### config.mk
export PLATFORM = sky130hd
export DESIGN_NAME = slave_result_arbiter
export DESIGN_NICKNAME = d
export VERILOG_FILES = /design/src/rtl/slave_result_arbiter.sv
export SDC_FILE = /design/constraint.sdc
export NUM_CORES = 1
export LEC_CHECK = 0
export ABC_CLOCK_PERIOD_IN_PS = 3380
export BUFFER_PORTS_ARGS = -buffer_cell sky130_fd_sc_hd__buf_2
export CAP_MARGIN = 40
export CORE_UTILIZATION = 55
export CTS_BUF_LIST = sky130_fd_sc_hd__clkbuf_8
export DETAILED_ROUTE_END_ITERATION = 10
export GPL_TIMING_DRIVEN = 1
export PLACE_DENSITY = 0.82
export SETUP_SLACK_MARGIN = 0.5
export SLEW_MARGIN = 20
export SYNTH_ARGS = -nofsm -noshare
export SYNTH_HDL_FRONTEND = slang
export SYNTH_SLANG_ARGS = --single-unit
### constraint.sdc
create_clock -name Clock_pin -period 3.38 [get_ports Clock_pin]
set_input_delay 1.014 -clock Clock_pin [delete_from_list [all_inputs] [get_ports Clock_pin]]
set_output_delay 1.014 -clock Clock_pin [all_outputs]
set_load 0.1 [all_outputs]
### src/rtl/slave_result_arbiter.sv
// Round-robin arbiter that shares the single slave-to-master result path between three slave cores.
// The winner's result is latched, handed to the master with req/ack, then the slave is released via S_grant.
module slave_result_arbiter #(
   parameter int DATA_W      = 8,
   parameter int TIMEOUT_CYC = 255
) (
   input  logic              Clock_pin,
   input  logic              Reset_pin,
   input  logic [2:0]        S_req,
   input  logic [DATA_W-1:0] S_data0,
   input  logic [DATA_W-1:0] S_data1,
   input  logic [DATA_W-1:0] S_data2,
   output logic [2:0]        S_grant,
   output logic              M_req,
   output logic [DATA_W-1:0] M_data,
   output logic [1:0]        M_id,
   input  logic              M_ack,
   output logic              Busy,
   output logic              Timeout_err,
   output logic [1:0]        Err_id
);

   typedef enum logic [1:0] {IDLE, CAPTURE, PRESENT, RELEASE} state_t;

   localparam logic [15:0] TIMEOUT_W = 16'(TIMEOUT_CYC);

   state_t            state, state_n;
   logic [1:0]        last, last_n;
   logic [1:0]        winner, winner_n;
   logic [15:0]       wdog, wdog_n;
   logic [2:0]        grant_n;
   logic              mreq_n;
   logic [DATA_W-1:0] mdata_n;
   logic [1:0]        mid_n;
   logic              terr_n;
   logic [1:0]        errid_n;
   logic [DATA_W-1:0] win_data;
   logic              wd_expire;
   logic [15:0]       wd_inc;

   function automatic logic [1:0] next_idx(input logic [1:0] i);
      return (i == 2'd2) ? 2'd0 : i + 2'd1;
   endfunction

   // Search order is last+1, last+2, last so the previous winner has lowest priority.
   function automatic logic [1:0] rr_pick(input logic [1:0] last_q, input logic [2:0] req);
      logic [1:0] c1;
      logic [1:0] c2;
      c1 = next_idx(last_q);
      c2 = next_idx(c1);
      if (req[c1])      return c1;
      else if (req[c2]) return c2;
      else              return last_q;
   endfunction

   always_comb begin
      case (winner)
         2'd0:    win_data = S_data0;
         2'd1:    win_data = S_data1;
         default: win_data = S_data2;
      endcase
   end

   // A zero timeout disables the watchdog; the counter itself saturates so it never wraps.
   assign wd_expire = (TIMEOUT_W != 16'd0) && (wdog >= TIMEOUT_W - 16'd1);
   assign wd_inc    = (wdog == 16'hFFFF) ? wdog : wdog + 16'd1;
   assign Busy      = (state != IDLE);

   // NOTE: every next-state variable gets its hold value first so no path can infer a latch.
   always_comb begin
      state_n  = state;
      last_n   = last;
      winner_n = winner;
      wdog_n   = wdog;
      grant_n  = S_grant;
      mreq_n   = M_req;
      mdata_n  = M_data;
      mid_n    = M_id;
      terr_n   = Timeout_err;
      errid_n  = Err_id;
      case (state)
         IDLE: begin
            if (S_req != 3'b000) begin
               winner_n = rr_pick(last, S_req);
               state_n  = CAPTURE;
            end
         end
         CAPTURE: begin
            if (S_req[winner]) begin
               mdata_n = win_data;
               mid_n   = winner;
               mreq_n  = 1'b1;
               wdog_n  = 16'd0;
               state_n = PRESENT;
            end else begin
               state_n = IDLE;
            end
         end
         PRESENT: begin
            if (M_ack) begin
               mreq_n  = 1'b0;
               grant_n = 3'b001 << winner;
               wdog_n  = 16'd0;
               state_n = RELEASE;
            end else if (wd_expire) begin
               mreq_n  = 1'b0;
               terr_n  = 1'b1;
               errid_n = winner;
               grant_n = 3'b001 << winner;
               wdog_n  = 16'd0;
               state_n = RELEASE;
            end else begin
               wdog_n = wd_inc;
            end
         end
         RELEASE: begin
            if (!S_req[winner]) begin
               grant_n = 3'b000;
               last_n  = winner;
               state_n = IDLE;
            end else if (wd_expire) begin
               grant_n = 3'b000;
               terr_n  = 1'b1;
               errid_n = winner;
               last_n  = winner;
               state_n = IDLE;
            end else begin
               wdog_n = wd_inc;
            end
         end
         default: state_n = IDLE;
      endcase
   end

   // NOTE: registered state uses non-blocking assignments so all flops update together at the edge.
   always_ff @(posedge Clock_pin) begin
      if (Reset_pin) begin
         state       <= IDLE;
         last        <= 2'd2;
         winner      <= 2'd0;
         wdog        <= 16'd0;
         S_grant     <= 3'b000;
         M_req       <= 1'b0;
         M_data      <= '0;
         M_id        <= 2'd0;
         Timeout_err <= 1'b0;
         Err_id      <= 2'd0;
      end else begin
         state       <= state_n;
         last        <= last_n;
         winner      <= winner_n;
         wdog        <= wdog_n;
         S_grant     <= grant_n;
         M_req       <= mreq_n;
         M_data      <= mdata_n;
         M_id        <= mid_n;
         Timeout_err <= terr_n;
         Err_id      <= errid_n;
      end
   end

endmodule

After elaboration in Yosys (flattened, before gate mapping)
Cells that the tools add are included.
- multiplexer cells: 44
- $mul: 0
- order comparisons: 4
- shift-type cells: 1
- $add $sub $neg: 3
- divide/modulo/power cells: 0
- eq/ne operators: 15
- reductions and logical operators: 15
- bitwise gates (word level): 0
- operators with widths (kind ; count):
    $mux 16 ; 6
    $pmux 16 s3 ; 1
    $mux 2 ; 15
    $add 16x1->16 const B ; 1
    $eq 16x16->1 const B ; 1
    $ge 16x8->1 const B ; 1
    $pmux 8 s2 ; 1
    $mux 3 ; 4
    $ne 2x2->1 const B ; 6
    $reduce_and 3->1 ; 4
    $lt 2x3->1 const B ; 3
    $mux 1 ; 9
    $eq 2x2->1 const B ; 4
    $pmux 2 s4 ; 1
    $bmux 1 s2 ; 3
    $ne 3x3->1 const B ; 2
    $pmux 3 s2 ; 1
    $reduce_and 2->1 ; 3
    $reduce_bool 2->1 ; 3
    $reduce_bool 3->1 ; 2
    $add 2x1->2 const B ; 2
    $eq 2x1->1 const B ; 2
    $logic_not 2->1 ; 2
    $pmux 1 s2 ; 2
    other kinds (3) ; 3
- bits in latches: 0
- logic and storage cells: 92
- bits of input ports: 30
- bits in read-only memories: 0
- memories: 0
- memory bits (writable): 0
- output and inout bits: 18
- bits in registers: 39

Depth between registers and ports, before layout
Gate-level depths: netlist of the first run.
- depth in word-level cells: 8
- mapped depth: 8
- mapped depth without buffers: 7

Worst setup path before layout of the first run
OpenSTA, ideal clock, no wires.
- path kind: in2reg
- start point: in S_req[2]
- end point: reg wdog[7]
- stages: 6
- arrival time: 2299 ps
- path slack: 966 ps
- data required time: 3265 ps
- path buffers: 1
- library setup time: 115 ps
- path through: mux2_2 -> a221oi_2 -> a311o_1 -> buf_2 -> nor4_1 -> o21ba_2
- word-level cells in the longest chain between the ends: 4
- elaborated cells on any way between the ends: 5
- those cells by class: eq/ne (2); mux (2); reduce/logical (1)
- RTL lines (element ; line ; RTL):
    from (decl) ; 9 ; input logic [2:0] S_req,
    $bmux 1 s2 * ; 89, 117 ;
    $mux 1 (not written as such) * ; 89, 117 ;
    $ne 2x2->1 (no line) ; -- ;
    $reduce_and 4->1 (no line) * ; -- ;
    to (signal assigned) ; 152 ; wdog <= wdog_n;
    to (decl) ; 30 ; logic [15:0] wdog, wdog_n;
Every way passes the cells marked *; elsewhere a longest branch is shown, timed or not. The select of a mux whose other input is x is not followed.
A chain may end at the register's enable or synchronous reset.

Worst setup path after layout of the first run
- start point: reg winner[0]
- end point: reg wdog[5]
- word-level cells in the longest chain between the ends: 4
- elaborated cells on any way between the ends: 5
- those cells by class: eq/ne (2); mux (2); reduce/logical (1)
- RTL lines (element ; line ; RTL):
    from (decl) ; 29 ; logic [1:0] winner, winner_n;
    from (signal assigned) ; 151 ; winner <= winner_n;
    $bmux 1 s2 * ; 89, 117 ;
    $mux 1 (not written as such) * ; 89, 117 ;
    $ne 2x2->1 (no line) ; -- ;
    $reduce_and 4->1 (no line) * ; -- ;
Marks and branches as above.

==> impl_summary.txt, run 1 <==
----------------------------------------------------
[Status]
  Status ... completed

[Finish]
  Most common library cell in the layout ignoring fill and taps ... buf_2
  Commonest cells after routing, fill and taps aside ... buf_2, dfxtp_1, nor2_1, mux2i_1, nand2_1
  Nets ... 288
  Share of cells above drive strength 1 ... 25.7%
  Diodes inserted ... 0
  Final instance area ... 2250 sq um
  Number of standard cells in the layout, taps in and fillers out ... 301
  Relative area change from synthesis to final layout ... 19.9%

[Detailed routing]
  Drt first pass iters ... 4
  Routed vias ... 1682
  Avg WL per Cell ... 13.3 microns
  Residual DRC ... 0
  ANT nets after route ... 0
  First DRT Iteration DRCs ... 66
  Final routed wirelength across all metal layers ... 4.00 mm
  Via density per instance ... 5.59

[Job]
  # Max-Cap Violations ... 0

[CTS]
  Post_cts resized ... 0
  CTS sink cnt ... 39
  Root buffer selected by CTS ... clkbuf_8
  Buffer levels on the longest clock path ... 2
  CTS H-tree lvls ... 2
  TritonCTS clock tree ... built
  Clock network latency to the later pin of the worst-skew pair ... 0.29 ns
  Post-CTS setup buffers ... 0
  Number of buffers added to fix hold violations after cts ... 0
  CTS Buf Count ... 5
  Clock transition at the registers of the reported paths ... 0.07 ns

[Power and ir drop]
  Maximum ir drop on the vdd rail ... 0.311 mV
  Logic gate share of total power ... 24.2%
  Clk pwr share ... 33.3%
  Power density cells ... 531 nW/um^2
  Power spent charging and discharging nets ... 0.392 mW
  Share of power burned in registers ... 42.6%
  Internal cell power ... 0.802 mW
  Switching Fraction ... 32.8%
  Leak Pwr ... 0.904 nW

[Synthesis]
  Post-synth top area cell ... dfxtp_1
  EDFF count, synth ... 0
  Fraction of the mapped netlist area in simple logic gates ... 22.7%
  Parity-gate share of the synthesized area counting xor and xnor cells ... 0%
  Gate count after technology mapping ... 213
  Number of unique standard cell types used by synthesis ... 43
  Flip-flop and latch count after synthesis ... 39
  Combinational family with the most area after synthesis ... simple AND/OR/NAND/NOR gates
  Area fraction in compound gates after synthesis ... 18.0%
  Post-Synthesis Mean Instance Area ... 8.81 sq um
  Post-synthesis cell area ... 1880 sq um
  Warning count from the yosys run ... 0
  Top cells by area, synth ... dfxtp_1, mux2i_1, nor2_1
  Most frequently used flop master after synthesis ... dfxtp_1
  Fraction of registers with async set or reset after synthesis ... 0%
  Post-Syn Nets ... 245
  Post-synthesis share of cell area spent on full adders, half adders and majority gates ... 1.33%
  Mux cell area share after synthesis ... 11.8%
  Portion of the post-synthesis area used by sequential elements ... 41.6%
  Area share of the largest cell type after synthesis ... 41.6%

[Floorplanning]
  Cell Rows ... 20
  Core outline area ... 3150 sq um
  Vertical die dimension ... 60.4 microns
  Initial core utilization ... 59.5%
  I/O pins ... 48
  Width of the chip ... 60.4 microns
  Die Footprint ... 3650 sq um

[STA]
  Peak Freq ... 392 MHz
  Least setup slack across all paths after layout ... 0.827 ns
  Setup repair after global routing missed its margin ... no
  Min cycle time layout ... 2.55 ns
  Final number of hold-violating endpoints ... 0
  Tcrit/Tclk final ... 75.5%
  Total Negative Setup Slacks ... 0 ns
  Count of final setup violators ... 0
  Post-route clock skew ... 0.00447 ns
  Number of pins exceeding their max-slew limit in the final report ... 0
  Transition time of the tightest slew-check pin ... 0.707 ns
  Relative slew slack ... 52.8%

[Global routing]
  Aggregate global routing overflow ... 0
  Total routing usage reported by global routing ... 24.4%
  Maximum number of pins on one net before global-route repair ... 28
  Wire length of the first global-routing pass ... 6.49 mm
  Number of global-route vias before repair ... 1489
  Initial antenna violation count ... 0

[Hold path]
  Class of the tightest hold or removal check ... reg2reg

[Placed design]
  DPL Wire Length ... 2.80 mm
  Final GP Congestion ... 0.750
  # port buffers ... 47
  Placed standard-cell area ... 2130 sq um
  Pre-CTS setup slack ... 0.640 ns
  Cell Count Post-Placement ... 293

[Critical path]
  Critical path endpoint category ... flip-flop
  Category of the critical setup timing path ... reg2reg
  Maximum fanout count along the critical path ... 15
  Required arrival time at the worst endpoint ... 3.60 ns
  Worst endpoint data arrival time ... 2.78 ns
  Crit start category ... flip-flop

----------------------------------------------------
## power by group through the flow
stage / logic [mW] / clock network (mW) / registers, mW
after floorplan: 0.160 / 0 / 0.586
after global placement: 0.282 / 0 / 0.517
after detailed placement: 0.287 / 0 / 0.518
after CTS: 0.288 / 0.405 / 0.508
after global routing: 0.313 / 0.427 / 0.513
final: 0.288 / 0.397 / 0.508
## kinds of logic after synthesis
group,Yosys count
AND/OR/NAND/NOR,80
adder cells (fa/ha/maj),2
AO/OA/AOI/OAI,49
flip-flops,39
multiplexers,22
buffers and inverters,21
## worst paths after layout
kind                    from          to  slack (ns)  depth (start not counted)
setup / recovery   winner[0]     wdog[5]        0.83                          5
hold / removal    S_grant[2]  S_grant[2]        0.46                          2
setup reg to reg   winner[0]     wdog[5]        0.83                          5
hold reg to reg   S_grant[2]  S_grant[2]        0.46                          2
## stage by stage
step | hold slack (ns) | power (mW) | util (%)
global route | 0.479 | 1.25 | 71.3
CTS | 0.458 | 1.20 | 71.3
global placement | 0.442 | 0.800 | 67.6
detailed placement | 0.448 | 0.805 | 67.6
floorplan | 0.454 | 0.745 | -
finish | 0.456 | 1.19 | 71.3
## critical path: stages, from the launching register on
cell and delay, ns:
dfxtp_1 0.78, nor2b_1 0.33, a221oi_2 0.13, a311o_1 0.53
or4_1 0.57, a21oi_1 0.15
## layout make-up
class                           count  area (sq um)
Multi-Input combinational cell    153          1010
Fill cell                         269           905
Sequential cell                    39           781
Timing Repair Buffer               49           250
Clock buffer                        6          82.6
Tap cell                           44          55.1
Clock inverter                      2          35.0
Inverter                            8          30.0
## routing by layer
| metal | up-vias | part of all wire (%) | global-route usage (%) |
|---|---|---|---|
| met5 | - | 0 | 0 |
| met4 | 0 | 1.2 | 8.64 |
| met3 | 5 | 3.5 | 7.89 |
| met2 | 37 | 51 | 40.5 |
| met1 | 782 | 44 | 29.6 |
| li1 | 858 | - | - |
## flip-flops by register name, indices dropped and copies added, names as in the netlist, named ones only
signal       cells
S_grant          3
wdog            16
M_id             2
state            1
winner           2
Err_id           2
Timeout_err      1
M_req            1
M_data           8
last             2
## cells in the mapped netlist, types with 2 or more instances
master and n:
dfxtp_1 39, nor2_1 29, mux2i_1 21, nand2_1 15, a21oi_1 14, o21ai_0 13
clkbuf_1 9, inv_1 8, nor3_1 5, nand3_1 4, o31ai_1 4, or4_1 4
and2_1 3, nand4_1 3, o211ai_1 3, or3_1 3, and3_1 2, buf_2 2
ha_1 2, nand2b_1 2, nor2b_1 2, nor4_4 2, nor4b_1 2, o2111ai_1 2
o21ba_2 2
Note: power is estimated with default switching activity, not from simulation.
==> run 2: changes to the inputs <==
ABC_AREA = 1   (was default)
ABC_CLOCK_PERIOD_IN_PS = 2100   (was 3380)
CORE_UTILIZATION = 49   (was 55)
PLACE_DENSITY = 0.78   (was 0.82)
clock period = 2.1 ns   (was 3.38 ns; I/O delays follow)
==> run 2 against run 1 <==
Die area is 12% higher. Combinational power rose by 120%. Flip-flop and latch count is the same. Largest cell class unchanged. Critical path depth increased by 7. Core utilization fell by 0.67 points.
==> impl_summary.txt, run 2 <==
----------------------------------------------------
[STA]
  Total Negative Setup Slacks ... 0 ns
  Min cycle time layout ... 1.68 ns
  Setup repair after global routing missed its margin ... yes
  Relative slew slack ... 66.5%
  Count of final setup violators ... 0
  Least setup slack across all paths after layout ... 0.419 ns
  Worst hold slack after final layout ... 0.451 ns
  Transition time of the tightest slew-check pin ... 0.502 ns
  Number of pins exceeding their max-slew limit in the final report ... 0
  Post-route clock skew ... 0.00448 ns
  Tcrit/Tclk final ... 80.0%
  Final number of hold-violating endpoints ... 0
  Peak Freq ... 595 MHz

[Synthesis]
  Area share of the largest cell type after synthesis ... 41.5%
  Fraction of the mapped netlist area in simple logic gates ... 30.7%
  Number of unique standard cell types used by synthesis ... 29
  Most frequently used flop master after synthesis ... dfxtp_1
  Leading post-synthesis cells by instance count ... nand2_1, nor2_1, dfxtp_1
  Most common cell in the netlist ... nand2_1
  Post-synthesis cell area ... 1880 sq um
  Portion of the post-synthesis area used by sequential elements ... 41.5%
  Parity-gate share of the synthesized area counting xor and xnor cells ... 0%
  Post-Synthesis Mean Instance Area ... 6.97 sq um
  Fraction of registers with async set or reset after synthesis ... 0%
  Top cells by area, synth ... dfxtp_1, nand2_1, nor2_1
  Area fraction in compound gates after synthesis ... 19.6%
  Flip-flop and latch count after synthesis ... 39
  Post-Syn Nets ... 302
  Post-synthesis share of cell area spent on full adders, half adders and majority gates ... 1.33%
  Mux cell area share after synthesis ... 0%
  Warning count from the yosys run ... 0
  Combinational family with the most area after synthesis ... simple AND/OR/NAND/NOR gates
  EDFF count, synth ... 0
  Post-synth top area cell ... dfxtp_1
  Gate count after technology mapping ... 270

[CTS]
  CTS Buf Count ... 5
  TritonCTS clock tree ... built
  Clock network latency to the later pin of the worst-skew pair ... 0.29 ns
  Root buffer selected by CTS ... clkbuf_8
  Buffer levels on the longest clock path ... 2
  Clock transition at the registers of the reported paths ... 0.08 ns
  CTS H-tree lvls ... 2
  CTS sink cnt ... 39

[Finish]
  Leading registers by flop count ... wdog (16), M_data (8), S_grant (3)
  Nets ... 368
  Final cell utilization of the core ... 70.6%
  Number of flip-flops in the largest register ... 16
  Most common library cell in the layout ignoring fill and taps ... nor2_1
  Share of cells above drive strength 1 ... 37.1%
  Diodes inserted ... 0
  Relative area change from synthesis to final layout ... 37.5%
  Commonest cells after routing, fill and taps aside ... nor2_1, nand2_1, buf_4, dfxtp_1, buf_2
  Filler cell count in the final layout ... 296
  Final instance area ... 2590 sq um
  Register containing the most flip-flops in the final layout ... wdog

[Critical path]
  Worst path max stage delay ... 0.36 ns
  Maximum fanout count along the critical path ... 8
  Cell with the largest stage delay on the worst path ... dfxtp_2
  R2r worst-path depth ... 12
  Worst endpoint data arrival time ... 1.86 ns
  Critical path endpoint category ... flip-flop
  Category of the critical setup timing path ... reg2reg
  CP Depth ... 12
  Crit start category ... flip-flop
  Cell chain of the critical path ... inv_2 > ha_2 > nor2_1 > nor2_1 > nand2_1 > nand2_2 > nand2_2 > nand2_2 > nand2_4 > clkinvlp_4 > nand2_1 > nor2_1
  Critical path buffer and inverter count ... 2
  Family of cells with the greatest summed delay on the critical path ... simple AND/OR/NAND/NOR gates
  Required arrival time at the worst endpoint ... 2.28 ns

[Detailed routing]
  First DRT Iteration DRCs ... 130
  Via density per instance ... 5.24
  ANT nets after route ... 0
  Avg WL per Cell ... 12.4 microns
  Routed vias ... 2019
  Final routed wirelength across all metal layers ... 4.78 mm
  Drt first pass iters ... 5
  Residual DRC ... 0

[Global routing]
  Total routing usage reported by global routing ... 23.2%
  Maximum number of pins on one net before global-route repair ... 22
  Number of global-route vias before repair ... 1829
  Aggregate global routing overflow ... 0
  Wire length of the first global-routing pass ... 7.51 mm
  Initial antenna violation count ... 0

[Power and ir drop]
  Power density cells ... 754 nW/um^2
  Maximum ir drop on the vdd rail ... 0.448 mV
  Leak Pwr ... 1.16 nW

[Hold path]
  Cell count of the worst hold path ... 2
  Class of the tightest hold or removal check ... reg2reg

[Job]
  # Max-Cap Violations ... 0

[Floorplanning]
  Initial core utilization ... 51.4%
  Vertical die dimension ... 64.0 microns
  Width of the chip ... 64.0 microns
  Cell Rows ... 22
  Core outline area ... 3660 sq um
  Die Footprint ... 4090 sq um
  I/O pins ... 48

[Placed design]
  Final GP Congestion ... 0.888
  Placed standard-cell area ... 2160 sq um
  DPL Wire Length ... 2.96 mm
  # port buffers ... 47
  Pre-CTS setup slack ... 0.254 ns

[Status]
  Status ... completed

----------------------------------------------------
## run 2: changes by cell type after synthesis, moves of 6 or more
cell,change
o21ai_0,+8
mux2i_1,-21
nand3_1,+8
a31oi_1,+8
nand2_1,+40
clkbuf_1,-6
a21boi_0,+8
inv_1,+16
nor2_1,+24
## run 2: final timing paths
| check | slack [ns] | startpoint | endpoint |
|---|---|---|---|
| setup reg to reg | 0.42 | wdog[0] | wdog[12] |
| hold / removal | 0.45 | wdog[12] | wdog[12] |
| hold reg to reg | 0.45 | wdog[12] | wdog[12] |
| setup / recovery | 0.42 | wdog[0] | wdog[12] |
## run 2: where the power goes
part | switching, mW | internal [mW]
registers | 0.0356 | 0.784
clock network | 0.263 | 0.227
logic | 0.441 | 0.199
total | 0.740 | 1.21
## run 2: what timing repair did
item | 4_1_cts | 5_1_grt
buffers inserted | 6 | 10
hold buffers | 0 | 0
pin swaps | 4 | 13
setup endpoints to repair | 40 | 31
resized for setup | 30 | 47
## run 2: worst register-to-register path: stages (launching register included)
cell        delay (ns)
dfxtp_2           0.36
inv_2             0.04
ha_2              0.16
nor2_1            0.11
nor2_1            0.06
nand2_1           0.10
nand2_2           0.09
nand2_2           0.12
nand2_2           0.08
nand2_4           0.12
clkinvlp_4        0.19
nand2_1           0.11
nor2_1            0.04
## run 2: layout make-up
class                           count  area [sq um]  share of cell area (%)
Clock buffer                        5          68.8                    2.66
Sequential cell                    39           800                    30.9
Clock inverter                      3          15.0                   0.581
Multi-Input combinational cell    199          1070                    41.5
Tap cell                           48          60.1                    2.32
Inverter                           26           109                    4.21
Timing Repair Buffer               65           460                    17.8
## run 2: cells by family after synthesis
group	count (synthesis)
compound gates	61
flops	39
simple gates	136
buf+inv	32
fa+ha+maj	2
## run 2: stage by stage
step | power [mW] | instances
2_1_floorplan | 1.25 | 270
3_3_place_gp | 1.35 | 361
3_5_place_dp | 1.35 | 361
4_1_cts | 1.91 | 375
5_1_grt | 2.04 | 385
6_report | 1.95 | 385
## run 2: routing by layer
| layer | up-vias | global-route usage (%) | routed length, microns |
|---|---|---|---|
| met4 | 0 | 10.2 | 68 |
| met2 | 58 | 40.6 | 2440 |
| met3 | 9 | 3.75 | 244 |
| li1 | 1020 | - | - |
| met5 | - | 0 | 0 |
| met1 | 932 | 27.7 | 2030 |
